**src/rtl/lerp2_sampler.sv**
```systemverilog
// Bilinear grid sampler: splits (sx,sy) into cell/offset, fetches 4 corners, runs lerp2 (LERP2_SAMPLER_WRAP_EN = toroidal grid).
// Latency: accept to resp_valid is 7 cycles plus interpolator latency; one request in flight.
// Backpressure: req_ready only in IDLE; resp_valid/resp_val held until resp_ready.
module lerp2_sampler #(
  parameter int WIDTH  = 32,
  parameter int FBITS  = 16,
  parameter int GRID_W = 16,
  parameter int GRID_H = 16,
  parameter int ADDR_W = 8
) (
  input  logic              clock,
  input  logic              reset,
  input  logic              req_valid,
  output logic              req_ready,
  input  logic [WIDTH-1:0]  req_sx,
  input  logic [WIDTH-1:0]  req_sy,
  output logic              mem_rd,
  output logic [ADDR_W-1:0] mem_addr,
  input  logic [WIDTH-1:0]  mem_rdata,
  output logic [WIDTH-1:0]  lerp_p0,
  output logic [WIDTH-1:0]  lerp_p1,
  output logic [WIDTH-1:0]  lerp_p2,
  output logic [WIDTH-1:0]  lerp_p3,
  output logic [WIDTH-1:0]  lerp_x,
  output logic [WIDTH-1:0]  lerp_y,
  output logic [WIDTH-1:0]  lerp_X,
  output logic [WIDTH-1:0]  lerp_Y,
  output logic              lerp_start,
  input  logic              lerp_done,
  input  logic [WIDTH-1:0]  lerp_val,
  output logic              resp_valid,
  input  logic              resp_ready,
  output logic [WIDTH-1:0]  resp_val
);

  localparam int IW = $clog2(GRID_W);
  localparam int JW = $clog2(GRID_H);

  localparam logic [3:0] IDLE  = 4'd0;
  localparam logic [3:0] F0    = 4'd1;
  localparam logic [3:0] F1    = 4'd2;
  localparam logic [3:0] F2    = 4'd3;
  localparam logic [3:0] F3    = 4'd4;
  localparam logic [3:0] CAP   = 4'd5;
  localparam logic [3:0] START = 4'd6;
  localparam logic [3:0] WAIT  = 4'd7;
  localparam logic [3:0] RESP  = 4'd8;

  logic [3:0]    state;
  logic [IW-1:0] i0, i1;
  logic [JW-1:0] j0, j1;

  logic signed [WIDTH-1:0] ix_full, iy_full;
  logic [IW-1:0]           ix0, ix1;
  logic [JW-1:0]           iy0, iy1;
  logic [WIDTH-1:0]        fx, fy;

  assign ix_full = $signed(req_sx) >>> FBITS;
  assign iy_full = $signed(req_sy) >>> FBITS;

  // Grid dims are powers of two, so "last column" is the all-ones index.
  always_comb begin
    ix0 = ix_full[IW-1:0];
    iy0 = iy_full[JW-1:0];
    fx  = {{(WIDTH-FBITS){1'b0}}, req_sx[FBITS-1:0]};
    fy  = {{(WIDTH-FBITS){1'b0}}, req_sy[FBITS-1:0]};
`ifdef LERP2_SAMPLER_WRAP_EN
    ix1 = ix0 + 1'b1;
    iy1 = iy0 + 1'b1;
`else
    if (ix_full[WIDTH-1]) begin
      ix0 = '0;
      fx  = '0;
    end else if (ix_full[WIDTH-2:IW] != '0) begin
      ix0 = '1;
      fx  = '0;
    end
    if (iy_full[WIDTH-1]) begin
      iy0 = '0;
      fy  = '0;
    end else if (iy_full[WIDTH-2:JW] != '0) begin
      iy0 = '1;
      fy  = '0;
    end
    ix1 = (ix0 == '1) ? ix0 : ix0 + 1'b1;
    iy1 = (iy0 == '1) ? iy0 : iy0 + 1'b1;
`endif
  end

  function automatic logic [ADDR_W-1:0] cell_addr(input logic [IW-1:0] i, input logic [JW-1:0] j);
    cell_addr = ADDR_W'({j, i});
  endfunction

  always_comb begin
    mem_rd   = 1'b0;
    mem_addr = '0;
    case (state)
      F0: begin mem_rd = 1'b1; mem_addr = cell_addr(i0, j0); end
      F1: begin mem_rd = 1'b1; mem_addr = cell_addr(i1, j0); end
      F2: begin mem_rd = 1'b1; mem_addr = cell_addr(i0, j1); end
      F3: begin mem_rd = 1'b1; mem_addr = cell_addr(i1, j1); end
      default: ;
    endcase
  end

  assign req_ready  = (state == IDLE);
  assign lerp_start = (state == START);
  assign resp_valid = (state == RESP);
  assign lerp_X     = WIDTH'(1) << FBITS;
  assign lerp_Y     = WIDTH'(1) << FBITS;

  // Each corner lands one cycle after its read, hence the one-state skew.
  always_ff @(posedge clock or negedge reset) begin
    if (!reset) begin
      state    <= IDLE;
      i0       <= '0;
      i1       <= '0;
      j0       <= '0;
      j1       <= '0;
      lerp_x   <= '0;
      lerp_y   <= '0;
      lerp_p0  <= '0;
      lerp_p1  <= '0;
      lerp_p2  <= '0;
      lerp_p3  <= '0;
      resp_val <= '0;
    end else begin
      case (state)
        IDLE: if (req_valid) begin
          i0     <= ix0;
          i1     <= ix1;
          j0     <= iy0;
          j1     <= iy1;
          lerp_x <= fx;
          lerp_y <= fy;
          state  <= F0;
        end
        F0: state <= F1;
        F1: begin lerp_p0 <= mem_rdata; state <= F2;    end
        F2: begin lerp_p1 <= mem_rdata; state <= F3;    end
        F3: begin lerp_p2 <= mem_rdata; state <= CAP;   end
        CAP: begin lerp_p3 <= mem_rdata; state <= START; end
        START: state <= WAIT;
        WAIT: if (lerp_done) begin
          resp_val <= lerp_val;
          state    <= RESP;
        end
        RESP: if (resp_ready) state <= IDLE;
        default: state <= IDLE;
      endcase
    end
  end

endmodule
```
**config.mk**
```make
export PLATFORM = sky130hd
export DESIGN_NAME = lerp2_sampler
export DESIGN_NICKNAME = d
export VERILOG_FILES = /design/src/rtl/lerp2_sampler.sv
export SDC_FILE = /design/constraint.sdc
export NUM_CORES = 1
export LEC_CHECK = 0
export CORE_AREA = 2 2 166 168
export CTS_BUF_LIST = sky130_fd_sc_hd__clkbuf_4
export CTS_CLUSTER_SIZE = 25
export DETAILED_ROUTE_END_ITERATION = 16
export DIE_AREA = 0 0 168 170
export DONT_BUFFER_PORTS = 1
export PLACE_DENSITY = 0.57
export SYNTH_ARGS = -nofsm -noshare
export SYNTH_HDL_FRONTEND = slang
export SYNTH_SLANG_ARGS = --single-unit
```
**constraint.sdc**
```tcl
create_clock -name clock -period 5.3 [get_ports clock]
set_clock_uncertainty 0.15 [all_clocks]
set_input_delay 1.06 -clock clock [delete_from_list [all_inputs] [get_ports clock]]
set_output_delay 1.06 -clock clock [all_outputs]
set_load 0.01 [all_outputs]
```
Word level (Yosys, flattened, before mapping). Index checks and enable logic that the tools add are counted. Widths: inputs -> output; s select.

Register bits after elaboration: 244. Input port bits: 133. Output and inout bits: 300. Logic and storage cells: 50.

Add/subtract/negate cells: 2. Equality and inequality tests: 13. Muxes and demuxes: 16. Reduce and logical (&&, ||, !) cells: 7.

Operators with widths (number): $reduce_bool 27->1 (2); $mux 16 (3); $mux 4 (9); $pmux 4 s9 (1); $mux 32 (1); $pmux 8 s4 (1); $eq 4x3->1 const B (4); $eq 4x4->1 const B (3); $add 4x1->4 const B (2); $eq 4x2->1 const B (2); $eq 4x1->1 const B (1); $logic_not 4->1 (1); $ne 2x2->1 const B (2); $reduce_and 2->1 (2); $reduce_or 4->1 (1); $reduce_and 3->1 (1); $ne 2x1->1 const B (1); $mux 1 (1).

Longest topological paths before layout. Gate-level depths: netlist (run 1).

Depth after elaboration: 5. Gate-level depth with buffers: 9. Gate-level depth less buffers: 9.

Worst setup path after synthesis (run 1). OpenSTA, ideal clock, no wires.

Kind: input to register. From: in req_sx[26]. To: reg i1[2]. Library setup time: 129 ps. Arrival time: 2633 ps. Data required time: 5021 ps. Slack: 2388 ps. Cell stages on the path: 8. Path buffers: 0. Cells stage by stage: or4_4 -> nor4_1 -> nor2_1 -> ha_1 -> nor2_1 -> a21oi_1 -> o311ai_0 -> nand2_1.

Word-level cells in the longest chain between the ends: 5. Elaborated cells on any way between the ends: 6. Classes of those cells: 1 x add/sub; 1 x eq/ne; 3 x mux; 1 x reduce/logical.

RTL lines: from (decl) (line 15) `input logic [WIDTH-1:0] req_sx,`; $reduce_bool 27->1 * (line 74) `end else if (ix_full[WIDTH-2:IW] != '0) begin`; $mux 4 * (line 74); $mux 4 * (line 71) `if (ix_full[WIDTH-1]) begin`; net ix0[0] (line 54) `logic [IW-1:0] ix0, ix1;`; $add 4x1->4 / $eq 4x4->1 (equally long branches) (line 85) `ix1 = (ix0 == '1) ? ix0 : ix0 + 1'b1;`; $mux 4 * (line 85); to (signal assigned) (line 131) `i1 <= ix1;`; to (decl) (line 50) `logic [IW-1:0] i0, i1;`.

The timed path passes the listed nets; every way through them passes the cells marked *. A chain may end at the register's enable or synchronous reset.

Worst setup path in the final report (run 1).
From: reg state[0]. To: out mem_addr[6].

Word-level cells in the longest chain between the ends: 2. Elaborated cells on any way between the ends: 5. Classes of those cells: 4 x eq/ne; 1 x mux.

RTL lines: from (decl) (line 49) `logic [3:0] state;`; from (signal assigned) (line 115) `state <= IDLE;`; from (signal assigned) (line 136) `state <= F0;`; from (signal assigned) (line 138) `F0: state <= F1;`; $eq 4x3->1, or another cell as far along (line 97) `case (state)`; $pmux 8 s4 * (line 97); to (decl) (line 18) `output logic [ADDR_W-1:0] mem_addr,`.

Every way passes the cells marked *; elsewhere a longest branch is shown, timed or not.

==> impl_metrics.ini, run 1 <==
[critical_path]
cp.arrival_ns = 2.29
critPathLaunchType = flop
crit_type = flop to output pin
crit_fanout = 20
worstSetupEndpointType = output pin
cp_data_required_time_ns = 4.09

[detailed_routing]
wire_per_inst_um = 18.8
dr_wl_met3_mm = 2.34
wl_met1_mm = 7.97
wl_met2_mm = 10.1
top_layer = met4
wl_mm = 20.8
initialDrtViolationCount = 255
vias = 5273
final_antenna_net_count = 0
drc = 0
dr.pass1.iters = 4
via_per_inst = 4.76

[die]
core_area_um2 = 26700
rows = 60
start_util_pct = 34.7
die_y_um = 170
io_pins = 433
dieArea_um2 = 28600
die_w_um = 168

[grt]
antenna_found_initial = 1
grt_pass1_wl_mm = 30.9
grt_max_degree = 213
grt_overflow = 0
grt_pass1_vias = 5184
grt_usage_pct = 13.8

[clocking]
clkTransAtPathRegs_ns = 0.06
root_buffer = clkbuf_4
cts_setup_buffers = 0
cts_max_level = 2
cts_tree = yes
clk_path_buf_depth = 3
cts-resized-gates = 0
clock_latency_ns = 0.65
numCtsBuffers = 57
cts_sinks = 212

[placed_design]
gp_congestion = 0.772
dpl_cell_area_um2 = 9200
io_buffers = 0
dpl.hpwl_mm = 14.2
pre_cts_slack_ns = 2.16

[synthesis]
synth.distinct_cells = 47
synth.top_cell.area_share_pct = 57.4
yosysWarnings = 0
syn-instance-count = 691
synth_top_area_cell = dfrtp_1
ys_seq_area_share_pct = 57.4
avgSynthCellArea_um2 = 13.4
synthTopCellsByArea = dfrtp_1, mux2_2, buf_4
netlist_area_um2 = 9240
ys_ff_latch = 212

[timing]
fmax_mhz = 286
whs_ns = -0.0413
min_period_ns = 3.50
rsz0062_at_grt = no
worst_slew_pin_slew_ns = 0.788
fin_tns_setup_ns = 0
worst_slack_ns = 1.80
maxSlewViolCount = 0
timing.final.crit_share_pct = 66.0
relSlewSlack_pct = 47.3
setup_viol = 0
hold_viol = 96

[cells_and_area]
fillers = 2588
area_growth_pct = 7.91
final_util_pct = 37.4
layout_commonest_cell = dfrtp_1
final_cell_mix = dfrtp_1, mux2_2, conb_1
final_area_um2 = 9970
fin_nets = 858
final_layout_size_suffix_gt1_share_pct = 37.1

[pwr]
ir_drop_v = 0.000192
pwr_density_cell_nw_per_um2 = 616
leakagePower_uw = 0.00450

[flow_run]
drv_cap = 0

[run_status]
violations = hold timing
status = complete, but fails checks

[hold_path]
hold_path.class = input port to async pin
-- where the power goes --
| group | total [µW] | internal, µW | switching (µW) |
|---|---|---|---|
| Combinational | 1420 | 828 | 587 |
| Clock | 1510 | 842 | 666 |
| Sequential | 3220 | 2330 | 888 |
-- logic make-up after synthesis --
family | Yosys count | synth area share (%)
and+or+nand+nor | 113 | 6.47
adders and majority gates | 2 | 0.271
buffers and inverters | 129 | 9.71
muxes | 164 | 20.0
AOI/OAI and AO/OA | 66 | 5.76
DFF | 212 | 57.4
other | 2 | 0.0813
xor gates and xnor gates | 3 | 0.284
-- synth_stat cells (all sizes together) --
| library cell | count |
|---|---|
| nand2 | 26 |
| nor2b | 6 |
| or3 | 1 |
| buf | 116 |
| conb | 2 |
| o311ai | 2 |
| a41oi | 3 |
| nor3b | 1 |
| o2bb2ai | 1 |
| a22oi | 4 |
| and3 | 1 |
| nand3 | 5 |
| inv | 1 |
| mux2 | 164 |
| nand2b | 11 |
| a22o | 32 |
| and2 | 2 |
| nor4b | 1 |
| a2bb2oi | 4 |
| clkbuf | 12 |
| nor4 | 8 |
| nor3 | 12 |
| o31a | 1 |
| xor2 | 2 |
| a211oi | 2 |
| ha | 2 |
| xnor2 | 1 |
| o21ai | 8 |
| dfrtp | 212 |
| nor2 | 32 |
| or4 | 3 |
| nand3b | 4 |
| a21boi | 1 |
| o41ai | 1 |
| a21oi | 7 |
-- metrics by stage --
step | instances | power, µW | hold slack (ns)
3_3_place_gp | 1005 | 4670 | 0.307
3_5_place_dp | 1005 | 4710 | 0.307
6_report | 1107 | 6140 | -0.0413
5_1_grt | 1107 | 6540 | -0.144
2_1_floorplan | 785 | 4320 | 0.289
4_1_cts | 1106 | 6260 | -0.142
-- area by class of cell --
class | instances | area [µm²] | share of cell area, %
Antenna cell | 1 | 2.50 | 0.0251
Clock buffer | 87 | 653 | 6.55
Clock inverter | 14 | 114 | 1.14
Inverter | 1 | 3.75 | 0.0377
Multi-Input combinational cell | 444 | 3410 | 34.2
Sequential cell | 212 | 5310 | 53.2
Tap cell | 341 | 427 | 4.28
Timing Repair Buffer | 7 | 52.6 | 0.527
-- worst paths after layout --
kind / start / slack [ns] / depth (start not counted) / endpoint
setup / recovery: state[0] / 1.80 / 4 / mem_addr[6]
hold / removal: reset / -0.04 / 0 / lerp_p1[29]
setup reg to reg: state[0] / 2.84 / 4 / lerp_p3[19]
hold reg to reg: i1[2] / 0.32 / 2 / i1[2]
max in group asynchronous: reset / 4.75 / 0 / resp_val[8]
min in group clock: i1[2] / 0.32 / 2 / i1[2]
-- per-layer routing --
| metal | global-route usage [%] | vias to the layer above |
|---|---|---|
| met4 | 5.41 | 0 |
| li1 | - | 2341 |
| met3 | 6.21 | 42 |
| met2 | 21.8 | 282 |
| met5 | 0 | - |
| met1 | 16.5 | 2608 |
-- worst max-delay path: stages (launching register included) --
cell	delay, ns
dfrtp_1	0.72
nor2b_1	0.39
a22oi_1	0.15
a2bb2oi_1	0.15
nor2_1	0.24
-- flip-flops by register name (all words and copies together) (netlist names), 16 cells and up --
| register | flops |
|---|---|
| lerp_p0 | 32 |
| lerp_p1 | 32 |
| lerp_p2 | 32 |
| lerp_p3 | 32 |
| lerp_x | 16 |
| lerp_y | 16 |
| resp_val | 32 |
Power figures use the tool's default switching activity.
==> run 2, diff against run 1 <==
clock period = 3.43 ns   (was 5.3 ns; I/O delays follow)
==> impl_metrics.ini, run 2 (synthesis gave the netlist of run 1 again) <==
[clocking]
clock_latency_ns = 0.64
cts_sinks = 212
cts_max_level = 2
root_buffer = clkbuf_4
cts_setup_buffers = 0
clk_path_buf_depth = 3
clkTransAtPathRegs_ns = 0.07
cts_tree = yes
cts-resized-gates = 0
cts_hold_buf = 97
numCtsBuffers = 56

[critical_path]
worstReg2RegEnd = lerp_p3[11]
critPathLaunchType = flop
cpPeakStageDelay_ns = 0.46
worstSetupEndpointType = output pin
worstReg2RegStart = state[0]
reg2reg_slack_ns = 0.99
cp_slowest_cell = dfrtp_1
reg2reg_depth = 5
crit_type = flop to output pin
crit_fanout = 13
cp_top_family = simple AND/OR/NAND/NOR gates
cp.arrival_ns = 2.27
critPathBufInv = 1
cp_data_required_time_ns = 2.59
path_cells = buf_4 -> nor2b_1 -> a22oi_1 -> a2bb2oi_1 -> nor2_1

[die]
core_area_um2 = 26700
dieArea_um2 = 28600
die_w_um = 168
io_pins = 433
rows = 60
start_util_pct = 34.7
die_y_um = 170

[grt]
grt_overflow = 0
grt_pass1_wl_mm = 33.5
grt_pass1_vias = 5812
grt_usage_pct = 14.9
grt_max_degree = 213
antenna_found_initial = 3

[timing]
whs_ns = -0.417
worst_slew_pin_slew_ns = 0.580
fin_tns_setup_ns = 0
relSlewSlack_pct = 61.0
fmax_mhz = 322
rsz0062_at_grt = no
hold_viol = 212
setup_viol = 0
timing.final.crit_share_pct = 90.6
maxSlewViolCount = 0
min_period_ns = 3.11

[detailed_routing]
dr.pass1.iters = 4
wl_met1_mm = 8.51
dr_wl_met3_mm = 2.31
wire_per_inst_um = 18.5
final_antenna_net_count = 0
wl_mm = 22.2
vias = 5675
initialDrtViolationCount = 245
wl_met2_mm = 10.9
via_per_inst = 4.73
top_layer = met4
drc = 0

[cells_and_area]
final_util_pct = 40.8
layout_commonest_cell = dfrtp_1
fin_nets = 958
final_layout_size_suffix_gt1_share_pct = 32.7
final_area_um2 = 10900
fillers = 2535
final_cell_mix = dfrtp_1, mux2_2, dlygate4sd3_1
area_growth_pct = 17.6

[pwr]
pwr_density_cell_nw_per_um2 = 864
leakagePower_uw = 0.00486
ir_drop_v = 0.000313

[placed_design]
io_buffers = 0
dpl.hpwl_mm = 14.3
dpl_cell_area_um2 = 9230
gp_congestion = 0.754

[run_status]
status = complete, but fails checks
violations = hold timing

[hold_path]
hold_path.class = input port to async pin

[flow_run]
drv_cap = 0
[run 2: changes by cell type in the layout (fill, tap and decap cells not counted)]
cell / previous run / this run
clkinv_2: 4 / 2
clkinvlp_4: 1 / 2
bufinv_16: 2 / 0
dlygate4sd3_1: 0 / 97
clkinv_1: 7 / 6
diode_2: 1 / 2
buf_4: 7 / 11
clkbuf_4: 87 / 82
[run 2: final cells by class]
class	instances	area, µm²	area share (%)
diodes	2	5.00	0.0461
clock buffers	82	616	5.66
clock inverters	10	47.5	0.437
inverters	1	3.75	0.0345
multi-input cells	444	3410	31.4
flip-flops and latches	212	5310	48.8
well taps	341	427	3.93
repair buffers	108	1050	9.69
[run 2: how the worst max path moves through the flow]
stage                     from          end  slack [ns]  cells after the start
global route          state[0]  mem_addr[6]        0.06                      5
floorplan           req_sx[26]        i1[2]        0.89                      8
detailed placement  req_sy[25]        j1[2]        0.66                      9
global placement    req_sy[23]        j1[2]        0.73                      9
CTS                   state[0]  mem_addr[6]        0.26                      5
finish                state[0]  mem_addr[6]        0.32                      5
[run 2: power breakdown]
group	switching (µW)	internal, µW	leakage, µW	total, µW
Clock	997	1080	0.000395	2080
Combinational	990	1370	0.00188	2360
Sequential	1350	3600	0.00259	4950
[run 2: through the flow]
stage          std cells  total power (µW)  setup slack, ns
2_1_floorplan        785              6680            0.892
3_3_place_gp        1009              7240            0.725
3_5_place_dp        1009              7320            0.662
4_1_cts             1198              9550            0.257
5_1_grt             1200             10000           0.0566
6_report            1200              9380            0.322
[run 2: layer usage]
metal  track usage [%]  vias to the layer above
li1                  -                     2537
met1              17.7                     2824
met2              24.5                      273
met3              6.14                       41
met4              5.48                        0
met5                 0                        -
